**src/rtl/node_info_engine.sv**
```systemverilog
// Node-info register block for an EER-RL cluster node: identity, hop count, role,
// TDMA slot, low-energy flag and the initial Q-value from a restoring divider.
module node_info_engine #(
  parameter int               WORD_W  = 16,
  parameter int               FRAC_W  = 14,
  parameter logic [WORD_W-1:0] NODE_ID = 16'h000C,
  parameter bit               HOP_MIN = 1'b1
) (
  input  logic              clk,
  input  logic              nrst,
  input  logic              en_MNI,
  input  logic [2:0]        fPktType,
  input  logic [WORD_W-1:0] e_max,
  input  logic [WORD_W-1:0] e_min,
  input  logic [WORD_W-1:0] energy,
  input  logic [WORD_W-1:0] e_threshold,
  input  logic [WORD_W-1:0] ch_ID,
  input  logic [WORD_W-1:0] hops,
  input  logic [WORD_W-1:0] timeslot,
  output logic [WORD_W-1:0] myNodeID,
  output logic [WORD_W-1:0] hopsFromSink,
  output logic [WORD_W-1:0] myQValue,
  output logic [WORD_W-1:0] myTimeslot,
  output logic              role,
  output logic              low_E,
  output logic              busy,
  output logic              done,
  output logic              drop
);

  typedef enum logic [1:0] {S_IDLE, S_PREP, S_DIV, S_DONE} state_e;

  localparam logic [2:0]        PT_HB    = 3'b000;
  localparam logic [2:0]        PT_CHE   = 3'b001;
  localparam logic [2:0]        PT_TS    = 3'b011;
  localparam int                CNT_W    = $clog2(FRAC_W + 1);
  localparam logic [WORD_W-1:0] ALL_ONES = '1;
  localparam logic [WORD_W-1:0] ONE_W    = {{(WORD_W-1){1'b0}}, 1'b1};
  localparam logic [WORD_W-1:0] Q_ONE    = ONE_W << FRAC_W;
  localparam logic [CNT_W-1:0]  CNT_ONE  = {{(CNT_W-1){1'b0}}, 1'b1};
  localparam logic [CNT_W-1:0]  CNT_LAST = CNT_W'(FRAC_W - 1);

  state_e state_q, state_d;

  logic [2:0]        type_q;
  logic [WORD_W-1:0] emax_q, emin_q, energy_q, thr_q, ch_q, hops_in_q, ts_in_q;
  logic [WORD_W-1:0] den_q, quot_q;
  logic [WORD_W:0]   rem_q;
  logic [CNT_W-1:0]  cnt_q;

  logic [WORD_W-1:0] hops_q, q_val_q, ts_q;
  logic              role_q, low_e_q, busy_q, done_q, drop_q;

  logic [WORD_W-1:0] num_s, den_s, hop_inc_s;
  logic [WORD_W:0]   rem_shift_s, rem_sub_s;
  logic              rem_ge_s, fast_zero_s, fast_s, hop_take_s;

  // Divider step, fast-path detection and saturating hop update
  always_comb begin
    num_s       = energy_q - emin_q;
    den_s       = emax_q - emin_q;
    fast_zero_s = (energy_q <= emin_q) || (den_s == '0);
    fast_s      = fast_zero_s || (energy_q >= emax_q);
    rem_shift_s = rem_q << 1;
    rem_ge_s    = rem_shift_s >= {1'b0, den_q};
    rem_sub_s   = rem_shift_s - {1'b0, den_q};
    hop_inc_s   = (hops_in_q == ALL_ONES) ? ALL_ONES : hops_in_q + ONE_W;
    hop_take_s  = !HOP_MIN || (hop_inc_s < hops_q) || (hops_q == ALL_ONES);
  end

  // State register
  always_ff @(posedge clk or posedge nrst) begin
    if (nrst) state_q <= S_IDLE;
    else      state_q <= state_d;
  end

  // Next-state logic
  always_comb begin
    state_d = state_q;
    case (state_q)
      S_IDLE: begin
        if (en_MNI) state_d = (fPktType == PT_HB) ? S_PREP : S_DONE;
        else        state_d = S_IDLE;
      end
      S_PREP: state_d = fast_s ? S_DONE : S_DIV;
      S_DIV: begin
        if (cnt_q == CNT_LAST) state_d = S_DONE;
        else                   state_d = S_DIV;
      end
      S_DONE:  state_d = S_IDLE;
      default: state_d = S_IDLE;
    endcase
  end

  // Capture, divider datapath and output registers
  always_ff @(posedge clk or posedge nrst) begin
    if (nrst) begin
      type_q    <= 3'b000;
      emax_q    <= '0;
      emin_q    <= '0;
      energy_q  <= '0;
      thr_q     <= '0;
      ch_q      <= '0;
      hops_in_q <= '0;
      ts_in_q   <= '0;
      den_q     <= '0;
      quot_q    <= '0;
      rem_q     <= '0;
      cnt_q     <= '0;
      hops_q    <= ALL_ONES;
      q_val_q   <= '0;
      ts_q      <= '0;
      role_q    <= 1'b0;
      low_e_q   <= 1'b0;
      busy_q    <= 1'b0;
      done_q    <= 1'b0;
      drop_q    <= 1'b0;
    end else begin
      done_q <= 1'b0;
      drop_q <= en_MNI && (state_q != S_IDLE);
      case (state_q)
        S_IDLE: begin
          if (en_MNI) begin
            type_q    <= fPktType;
            emax_q    <= e_max;
            emin_q    <= e_min;
            energy_q  <= energy;
            thr_q     <= e_threshold;
            ch_q      <= ch_ID;
            hops_in_q <= hops;
            ts_in_q   <= timeslot;
            busy_q    <= 1'b1;
          end
        end
        S_PREP: begin
          rem_q  <= {1'b0, num_s};
          den_q  <= den_s;
          cnt_q  <= '0;
          // Fast-path result is parked in the quotient so DONE has one source
          quot_q <= (!fast_zero_s && (energy_q >= emax_q)) ? Q_ONE : '0;
        end
        S_DIV: begin
          rem_q  <= rem_ge_s ? rem_sub_s : rem_shift_s;
          quot_q <= {quot_q[WORD_W-2:0], rem_ge_s};
          cnt_q  <= cnt_q + CNT_ONE;
        end
        S_DONE: begin
          busy_q <= 1'b0;
          done_q <= 1'b1;
          case (type_q)
            PT_HB: begin
              q_val_q <= quot_q;
              low_e_q <= energy_q < thr_q;
              role_q  <= 1'b0;
              if (hop_take_s) hops_q <= hop_inc_s;
            end
            PT_CHE: begin
              if (ch_q == NODE_ID) role_q <= 1'b1;
            end
            PT_TS: begin
              if (ch_q == NODE_ID) ts_q <= ts_in_q;
            end
            default: ;
          endcase
        end
        default: ;
      endcase
    end
  end

  assign myNodeID     = NODE_ID;
  assign hopsFromSink = hops_q;
  assign myQValue     = q_val_q;
  assign myTimeslot   = ts_q;
  assign role         = role_q;
  assign low_E        = low_e_q;
  assign busy         = busy_q;
  assign done         = done_q;
  assign drop         = drop_q;

endmodule

```
**config.mk**
```make
export PLATFORM = sky130hd
export DESIGN_NAME = node_info_engine
export DESIGN_NICKNAME = d
export VERILOG_FILES = /design/src/rtl/node_info_engine.sv
export SDC_FILE = /design/constraint.sdc
export NUM_CORES = 1
export LEC_CHECK = 0
export BUFFER_PORTS_ARGS = -buffer_cell sky130_fd_sc_hd__buf_4
export CORE_MARGIN = 2
export CORE_UTILIZATION = 62
export DETAILED_ROUTE_END_ITERATION = 8
export GPL_ROUTABILITY_DRIVEN = 0
export PLACE_DENSITY_LB_ADDON = 0.15
export SLEW_MARGIN = 0
export SYNTH_ARGS = -nofsm -noshare
export SYNTH_HDL_FRONTEND = slang
export SYNTH_SLANG_ARGS = --single-unit
```
**constraint.sdc**
```tcl
create_clock -name clk -period 15.8 [get_ports clk]
set_input_delay 0.79 -clock clk [delete_from_list [all_inputs] [get_ports clk]]
set_output_delay 0.79 -clock clk [all_outputs]
set_load 0.01 [all_outputs]
```
==> impl_metrics.tcl, run 1 <==
set metrics [dict create \
    run_status "completed" \
    dp_hpwl_mm 19.4 \
    dp.cells 1601 \
    r2r_slack_ps 11700 \
    drc_errors 0 \
    setup_tns_ps 0 \
    cp.required_ps 16260 \
    instances_no_fill 1645 \
    finalClockSkew_ps 12.3 \
    track_usage_pct 25.3 \
    synth.yosys.seq_area_share_pct 44.5 \
    critPathMaxStageDelay_ps 660 \
    insertion_delay_ps 530 \
    design.core.area_um2 20000 \
    grt_pass1_vias 9172 \
    yosys_warnings 0 \
    hold_viol 0 \
    cp-end-kind "register" \
    antenna_found_initial 0 \
    ctsResizeCount 0 \
    async_reset_ff_share_pct 100 \
    crit_family "simple AND/OR/NAND/NOR gates" \
    synth_area_leaders "dfrtp_1 41%, mux2_2 14%, ha_1 10%, dfstp_2 3.4%, inv_1 3.3%" \
    cp_cell_sequence "ha_1 > nand3_1 > nor2_1 > nand2_1 > nand2_1 > ha_1 > a21o_1 > a21o_1 > a21o_1 > a21oi_1 > o21ai_0 > a21oi_1 > nor2_1 > or3_1 > mux2_2" \
    io_buffers 170 \
    r2r_end "hopsFromSink[0]" \
    synthTopCellsByCount "206 x dfrtp_1, 153 x mux2_2, 110 x inv_1, 100 x ha_1, 81 x o21ai_0" \
    worstMarginPinSlew_ps 1160 \
    post-route-period-util_pct 25.9 \
    ir_worst_vdd_mv 0.131 \
    max_freq_mhz 244 \
    drive_above_1_share_pct 28.9 \
    routed_wirelength_mm 26.6 \
    p_per_area_nw_per_um2 239 \
    cts_buffers 24 \
    drv_cap 0 \
    slew_headroom_pct 22.5 \
    vias 9175 \
    yosys_register_bits 222 \
    num_antenna_cells 0 \
    synthesis.area_um2 12500 \
    cts.sinks 222 \
    grt_pass1_wl_mm 44.9 \
    fin_area_um2 14800 \
    path_common_cell "a21o_1" \
    total_leakage_power_nw 7.09 \
    vias_per_cell 5.58 \
    cts_setup_buffers 0 \
    synth_top_area_cell "dfrtp_1" \
    cts_root_buf "clkbuf_16" \
    antenna_left 0 \
    grt_overflow 0 \
    holdWs_ps 474 \
    cts_tree "done" \
    clk_pin_slew_worst_paths_ps 60 \
    drv_slew 0 \
    hold_end "myQValue[3]" \
    hold_depth 2 \
    final_nets 1578 \
    die_w_um 146 \
    yosysUniqueCellTypes 72 \
    critPathMaxFanout 16 \
    synth_top_cell_area_share_pct 41.1 \
    avgSynthCellArea_um2 10.5 \
    grt_max_degree 154 \
    cp_slowest_cell "or3_1" \
    rr_startpoint "hops_in_q[0]" \
    hp-class "register to register" \
    period_minus_slack_ps 4100 \
    initial_core_util_pct 62.6 \
    ios 187 \
    rsz0062_at_grt "no" \
    critPathLaunchType "register" \
    path_buf_inv 0 \
    die_y_um 146 \
    fillers 1502 \
    setup_viol 0 \
    clockBufferDepth 3 \
    crit_type "register to register" \
    yosysMostFrequentCell "dfrtp_1" \
    synth-edff-count 0 \
    wl_per_cell_um 16.2 \
    dieArea_um2 21400 \
    netlist_instances 1198 \
    ctsHoldBuffers 0 \
    hp-start "myQValue[3]" \
    area_delta_synth_final_pct 17.8 \
    drt-initial-drc-count 547 \
    num_rows 52 \
    r2r_cells 15 \
    synth_flop_cell "dfrtp_1" \
    first_pass_iters 5 \
    htree_levels 1 \
    arrival_ps 4560 \
    placed_area_um2 14000 \
]
==> report_power, final <==
part           internal, W  leakage [nW]  switching [W]
Combinational     0.000910          3.99        0.00108
Sequential        0.000816          2.71       0.000177
Clock             0.000324         0.387       0.000227
Total              0.00205          7.09        0.00148
==> per-layer routing <==
layer  share of wire (%)  track usage (%)  up-vias
met5                   0                0        -
met4                 1.8             5.73        0
met3                 5.5             4.16       41
met2                  48             42.4      236
met1                  45             35.0     4369
li1                    -                -     4529
==> state kept, by name, indices dropped and copies added (netlist names), 2 cells and up <==
| register | cells |
|---|---|
| den_q | 16 |
| myTimeslot | 16 |
| energy_q | 16 |
| cnt_q | 4 |
| quot_q | 16 |
| state_q | 2 |
| rem_q | 16 |
| ch_q | 16 |
| ts_in_q | 16 |
| type_q | 3 |
| hops_in_q | 16 |
| thr_q | 16 |
| emin_q | 16 |
| myQValue | 16 |
| emax_q | 16 |
| hopsFromSink | 16 |
==> cell type report <==
type | count | area (µm²) | share of cell area (%)
clock buffers | 35 | 702 | 4.75
multi-input cells | 824 | 6340 | 42.9
clock inverters | 9 | 82.6 | 0.559
flip-flops and latches | 222 | 5580 | 37.7
well taps | 270 | 338 | 2.29
inverters | 110 | 420 | 2.85
repair buffers | 175 | 1310 | 8.90
==> metrics by stage <==
step / util, % / setup slack, ps / total power (W)
2_1_floorplan: - / 8960 / 0.00249
3_3_place_gp: 69.8 / 11850 / 0.00289
3_5_place_dp: 69.8 / 11720 / 0.00295
4_1_cts: 73.7 / 11700 / 0.00353
5_1_grt: 73.7 / 11400 / 0.00383
6_report: 73.7 / 11700 / 0.00353
==> worst reg2reg max path, stage by stage (launching register included) <==
cell	delay (ps)
dfrtp_1	430
ha_1	210
nand3_1	150
nor2_1	430
nand2_1	370
nand2_1	180
ha_1	260
a21o_1	170
a21o_1	170
a21o_1	170
a21oi_1	140
o21ai_0	100
a21oi_1	140
nor2_1	50
or3_1	660
mux2_2	400
==> cells in the final DEF, fill, tap and decap left out, types with 7 or more instances in the layout <==
cell type,n
nor2b_1,13
o21ai_0,81
buf_4,175
and3_1,7
nor2_1,61
xnor2_1,25
mux2_2,153
a21oi_1,58
nand4_1,20
nand2b_1,13
nand2_1,78
a31oi_1,12
clkbuf_16,24
nand3_1,28
mux2i_1,12
conb_1,16
nor3_1,15
a211oi_1,7
a21o_1,27
dfstp_2,16
dfrtp_1,206
xor2_1,17
ha_1,100
inv_1,109
==> logic make-up after synthesis <==
| family | Yosys count | share of synthesized area, % |
|---|---|---|
| XOR/XNOR | 42 | 2.93 |
| multiplexers | 165 | 14.7 |
| buffers and inverters | 166 | 5.57 |
| AND/OR/NAND/NOR | 258 | 9.92 |
| adder cells (fa/ha/maj) | 103 | 10.5 |
| AO/OA/AOI/OAI | 240 | 11.9 |
| other | 2 | 0.0599 |
| flip-flops | 222 | 44.5 |
==> how the worst max path moves through the flow <==
stage | from | endpoint | slack [ps] | cells past startpoint
detailed placement | hops_in_q[0] | hopsFromSink[0] | 11720 | 15
CTS | hops_in_q[0] | hopsFromSink[0] | 11700 | 15
global placement | hops_in_q[0] | hopsFromSink[5] | 11850 | 15
floorplan | nrst | busy | 8960 | 1
finish | hops_in_q[0] | hopsFromSink[0] | 11700 | 15
global route | hops_in_q[0] | hopsFromSink[10] | 11400 | 15
(Power assumes the default switching activity.)
==> run 2, diff against run 1 <==
ABC_AREA = 1   (was not set)
CORE_UTILIZATION = 58   (was 62)
clock period = 3.81 ns   (was 15.8 ns; I/O delays follow)
==> run 2 against run 1 <==
  * Worst hold slack got worse by 100 ps
  * Global-route usage increased by 4.8 points
  * Routed wire length is 31% higher
  * Combinational power rose to 4.2 times the previous value
  * Synthesized cell count rose by 36%
  * Non-clock buffer count grew 122
  * Largest cell class unchanged
==> impl_metrics.tcl, run 2 <==
set metrics [dict create \
    track_usage_pct 30.1 \
    synth_top_cell_area_share_pct 40.5 \
    num_rows 54 \
    synth-edff-count 0 \
    drc_errors 0 \
    drv_slew 0 \
    area_delta_synth_final_pct 26.7 \
    io_buffers 170 \
    crit_type "register to register" \
    post-route-period-util_pct 78.5 \
    yosys_register_bits 222 \
    antenna_found_initial 0 \
    antenna_left 0 \
    synthTopCellsByCount "498 x nand2_1, 222 x inv_1, 206 x dfrtp_1, 175 x o21ai_0, 100 x ha_1" \
    setup_viol 0 \
    setup_tns_ps 0 \
    num_antenna_cells 0 \
    hold_viol 0 \
    run_status "completed" \
    clockBufferDepth 3 \
    vias_per_cell 5.40 \
    drv_cap 0 \
    synth_flop_cell "dfrtp_1" \
    power_frac_clock_pct 15.3 \
    die_y_um 152 \
    cp-end-kind "register" \
    wl_per_cell_um 15.8 \
    grt_pass1_wl_mm 57.5 \
    drt-initial-drc-count 853 \
    grt_overflow 0 \
    htree_levels 1 \
    clk_pin_slew_worst_paths_ps 60 \
    p_per_area_nw_per_um2 903 \
    synth_top_area_cell "dfrtp_1" \
    max_freq_mhz 334 \
    hp-class "primary input to asynchronous set/reset pin" \
    holdWs_ps 375 \
    die_w_um 152 \
    dp_hpwl_mm 23.0 \
    finalClockSkew_ps 20.8 \
    total_leakage_power_nw 8.30 \
    final_util_pct 74.3 \
    netlist_instances 1631 \
    routed_wirelength_mm 34.9 \
    grt_pass1_vias 11600 \
    avgSynthCellArea_um2 7.80 \
    critPathLaunchType "register" \
    synth.yosys.seq_area_share_pct 43.8 \
    netSwitchingPower_w 0.00693 \
    vias 11900 \
    seq_power_share_pct 27.6 \
    power.total_w 0.0146 \
    arrival_ps 3450 \
    cts_tree "done" \
    cts_buffers 24 \
    grt_max_degree 139 \
    rsz0062_at_grt "no" \
    first_pass_iters 5 \
    yosys_warnings 0 \
    slew_headroom_pct 40.4 \
    cp.required_ps 4270 \
    mostFrequentLayoutCells "498 x nand2_1, 220 x inv_1, 206 x dfrtp_1, 178 x buf_4, 175 x o21ai_0" \
    synthesis.area_um2 12700 \
    switching_share_pct 47.6 \
    drive_above_1_share_pct 13.2 \
    async_reset_ff_share_pct 100 \
    yosysMostFrequentCell "nand2_1" \
    cts.sinks 222 \
    cts_root_buf "clkbuf_16" \
    insertion_delay_ps 530 \
    synth_area_leaders "dfrtp_1 41%, nand2_1 15%, ha_1 9.8%, o21ai_0 6.9%, inv_1 6.6%" \
    ctsResizeCount 0 \
    dieArea_um2 23100 \
    critPathMaxFanout 17 \
    worstMarginPinSlew_ps 892 \
    design.core.area_um2 21700 \
    combPwrFrac_pct 57.1 \
    internal_power_w 0.00764 \
    period_minus_slack_ps 2990 \
    ir_worst_vdd_mv 0.505 \
    layout_commonest_cell "nand2_1" \
    yosysUniqueCellTypes 45 \
    final_nets 2125 \
    initial_core_util_pct 58.7 \
    fin_area_um2 16100 \
    placed_area_um2 14200 \
    ios 187 \
]
run 2: changes by cell type in the layout (fill, tap and decap cells not counted), moves of 15 or more:
cell,before,now
dlygate4sd3_1,0,117
nand3_1,28,75
xnor2_1,25,10
nand2_1,78,498
a21oi_1,58,75
o21ai_0,81,175
inv_1,109,220
mux2_2,153,0
a21o_1,27,3
run 2: final timing paths:
check,to,cells after the start,slack (ps),startpoint
max,hopsFromSink[12],17,820,hops_in_q[3]
min,ch_q[0],4,370,nrst
max reg2reg,hopsFromSink[12],17,820,hops_in_q[3]
min reg2reg,myQValue[9],2,480,myQValue[9]
max in group asynchronous,ts_in_q[5],5,2430,nrst
min in group clk,hops_in_q[11],4,410,hops[11]
run 2: metrics by stage:
stage,setup WS (ps),cells
after CTS,808,2201
after global placement,935,2041
final,819,2201
after detailed placement,827,2041
after floorplan,737,1645
after global routing,433,2201
run 2: layout make-up:
type                       instances  area [µm²]
multi-input combinational       1132        6030
sequential                       222        5580
fill                            1549        5570
tap                              280         350
inverter                         227         860
timing repair buffer             297        2550
clock buffer                      30         643
clock inverter                    13         113
run 2: layer usage:
layer  vias to the layer above  global-route usage [%]  part of all wire (%)
met3                        91                    4.36                   6.5
met2                       464                    49.4                    47
met5                         -                       0                     0
met1                      5537                    41.5                    44
li1                       5799                       -                     -
met4                         0                    9.92                   3.0
run 2: power groups by stage:
stage | registers (W) | clock network [W] | logic (W)
after detailed placement | 0.00402 | 0 | 0.00791
after CTS | 0.00399 | 0.00227 | 0.00809
after global routing | 0.00413 | 0.00236 | 0.00942
after floorplan | 0.00387 | 0 | 0.00593
after global placement | 0.00398 | 0 | 0.00772
final | 0.00402 | 0.00223 | 0.00831
run 2: repair_timing:
action / CTS / global route
buffers inserted: 0 / 0
hold buffers: 117 / 0
setup endpoints to repair: 0 / 0
endpoints found under the hold margin: 271 / 0
run 2: worst max-delay path: stages (launching register included):
cell and delay, ps:
dfrtp_1 430, nand4_1 210, nor2_1 200, nand2_1 90
nor3_1 200, inv_1 80, or2_2 270, nand3_1 100
ha_1 250, nand2_1 90, nor2_1 50, a211oi_1 170
o221a_2 220, nand2_2 70, nand2_4 170, nand2_4 160
nand2_1 110, nand2_1 60
run 2: cell families after synthesis:
| kind of cell | synth area share, % |
|---|---|
| xor+xnor | 1.38 |
| fa+ha+maj | 10.3 |
| other cells | 0.0590 |
| compound gates | 12.9 |
| flops | 43.8 |
| buf+inv | 9.17 |
| simple gates | 22.4 |
==> run 3, diff against run 2 <==
ABC_AREA = 0   (was 1)
CORE_UTILIZATION = 52   (was 58)
clock period = 2.55 ns   (was 3.81 ns; I/O delays follow)
==> run 3 against run 2 <==
  * The run now ends with negative setup slack left
  * Global-route usage is 3.0 points lower
  * Non-clock buffer count increased by 225
  * Flip-flop and latch count unchanged
  * Critical path type unchanged
  * Critical endpoint is now hopsFromSink[7]
  * Largest power group unchanged
==> impl_metrics.tcl, run 3 (synthesized netlist as in run 1, its figures left out) <==
set metrics [dict create \
    period_minus_slack_ps 3240 \
    pre_cts_ws_ps -722 \
    critPathMaxFanout 8 \
    track_usage_pct 27.1 \
    hp-class "primary input to asynchronous set/reset pin" \
    design.core.area_um2 23500 \
    setup_tns_ps -11890 \
    crit_type "register to register" \
    total_leakage_power_nw 8.90 \
    antenna_found_initial 0 \
    cts_tree "done" \
    insertion_delay_ps 520 \
    cts_root_buf "clkbuf_16" \
    worst_slack_ps -686 \
    final_util_pct 79.4 \
    placed_area_um2 15500 \
    drc_errors 0 \
    r2r_cells 15 \
    ios 187 \
    die_w_um 159 \
    ir_worst_vdd_mv 0.829 \
    post-route-period-util_pct 127 \
    routed_wirelength_mm 36.0 \
    cts.sinks 222 \
    vias_per_cell 5.37 \
    drt-initial-drc-count 696 \
    htree_levels 1 \
    area_delta_synth_final_pct 49.1 \
    violations "negative setup slack" \
    dp.cells 1820 \
    rsz0062_at_grt "yes" \
    drv_slew 0 \
    drv_cap 0 \
    critPathMaxStageDelay_ps 420 \
    cts_buffers 25 \
    grt_max_degree 70 \
    path_buf_inv 3 \
    grt_pass1_vias 11300 \
    cp-end-kind "register" \
    grt_overflow 0 \
    cp_slowest_cell "dfrtp_1" \
    io_buffers 170 \
    hold_viol 0 \
    critPathLaunchType "register" \
    crit_family "simple AND/OR/NAND/NOR gates" \
    final_nets 1926 \
    first_pass_iters 5 \
    max_freq_mhz 309 \
    arrival_ps 3680 \
    cp.required_ps 2990 \
    die_y_um 159 \
    wl_per_cell_um 17.6 \
    path_common_cell "o21ai_0" \
    dp_hpwl_mm 22.1 \
    dieArea_um2 25400 \
    drive_above_1_share_pct 43.1 \
    vias 11000 \
    worstMarginPinSlew_ps 658 \
    instances_no_fill 2041 \
    clk_pin_slew_worst_paths_ps 60 \
    layout_commonest_cell "buf_4" \
    fin_area_um2 18700 \
    mostFrequentLayoutCells "378 x buf_4, 206 x dfrtp_1, 147 x mux2_2, 117 x dlygate4sd3_1, 99 x inv_1" \
    cp_cell_sequence "ha_4 > nand3_4 > nor2_4 > buf_6 > nand2_4 > buf_4 > nand2b_1 > ha_1 > o21ai_0 > a21oi_1 > o21ai_0 > a21oi_2 > or3_4 > buf_8 > mux2_4" \
    num_rows 56 \
    grt_pass1_wl_mm 56.8 \
    antenna_left 0 \
    slew_headroom_pct 56.0 \
    num_antenna_cells 0 \
    critical_path_cell_count 15 \
    finalClockSkew_ps 9.77 \
    p_per_area_nw_per_um2 1550 \
    clockBufferDepth 3 \
    run_status "finished with violations" \
    setup_viol 29 \
    initial_core_util_pct 53.3 \
]
[run 3: changes by cell type in the layout (fill, tap and decap cells not counted), moves of 17 or more]
cell / delta
a21o_1: +24
a21oi_1: -35
a21oi_2: +17
buf_4: +200
buf_6: +17
ha_1: -21
ha_4: +18
inv_1: -121
mux2_2: +147
nand2_1: -431
nand3_1: -51
o21ai_0: -110
[run 3: what timing repair did]
item,in CTS,in global routing
hold buffers,117,0
endpoints found under the hold margin,138,0
endpoints found under the setup margin,34,36
pin swaps,51,61
setup buffers,35,28
resized for setup,56,105
[run 3: where the power goes]
group / internal (W) / leakage (nW) / switching (W)
clock: 0.00218 / 0.410 / 0.00147
combinational: 0.00996 / 5.78 / 0.00921
sequential: 0.00505 / 2.71 / 0.00109
total: 0.0172 / 8.90 / 0.0118
[run 3: cell type report]
cell class	instances	area [µm²]
well taps	319	399
fillers	1355	4850
clock buffers	36	727
clock inverters	8	101
multi-input cells	824	7080
flip-flops and latches	222	5580
repair buffers	522	4390
inverters	110	417
[run 3: metal layers]
metal | track usage [%] | routed length, µm
met5 | 0 | 0
met4 | 9.26 | 1400
met3 | 3.80 | 1590
met2 | 47.0 | 18000
met1 | 35.1 | 15100
[run 3: tightest hold or removal path: cells and delay by family]
| family | cells | cell delay, ps |
|---|---|---|
| buffers and inverters | 3 | 1130 |
[run 3: final timing paths]
kind	start	endpoint	slack (ps)
max reg2reg	hops_in_q[1]	hopsFromSink[7]	-690
min reg2reg	myQValue[12]	myQValue[12]	480
max	hops_in_q[1]	hopsFromSink[7]	-690
min	nrst	myTimeslot[15]	280
max in group asynchronous	nrst	hopsFromSink[0]	1470
min in group clk	ch_ID[1]	ch_q[1]	380
[run 3: metrics by stage]
step	total power [W]	hold WS, ps
finish	0.0290	282
global route	0.0310	319
CTS	0.0265	260
detailed placement	0.0214	248
global placement	0.0209	250
floorplan	0.0158	278
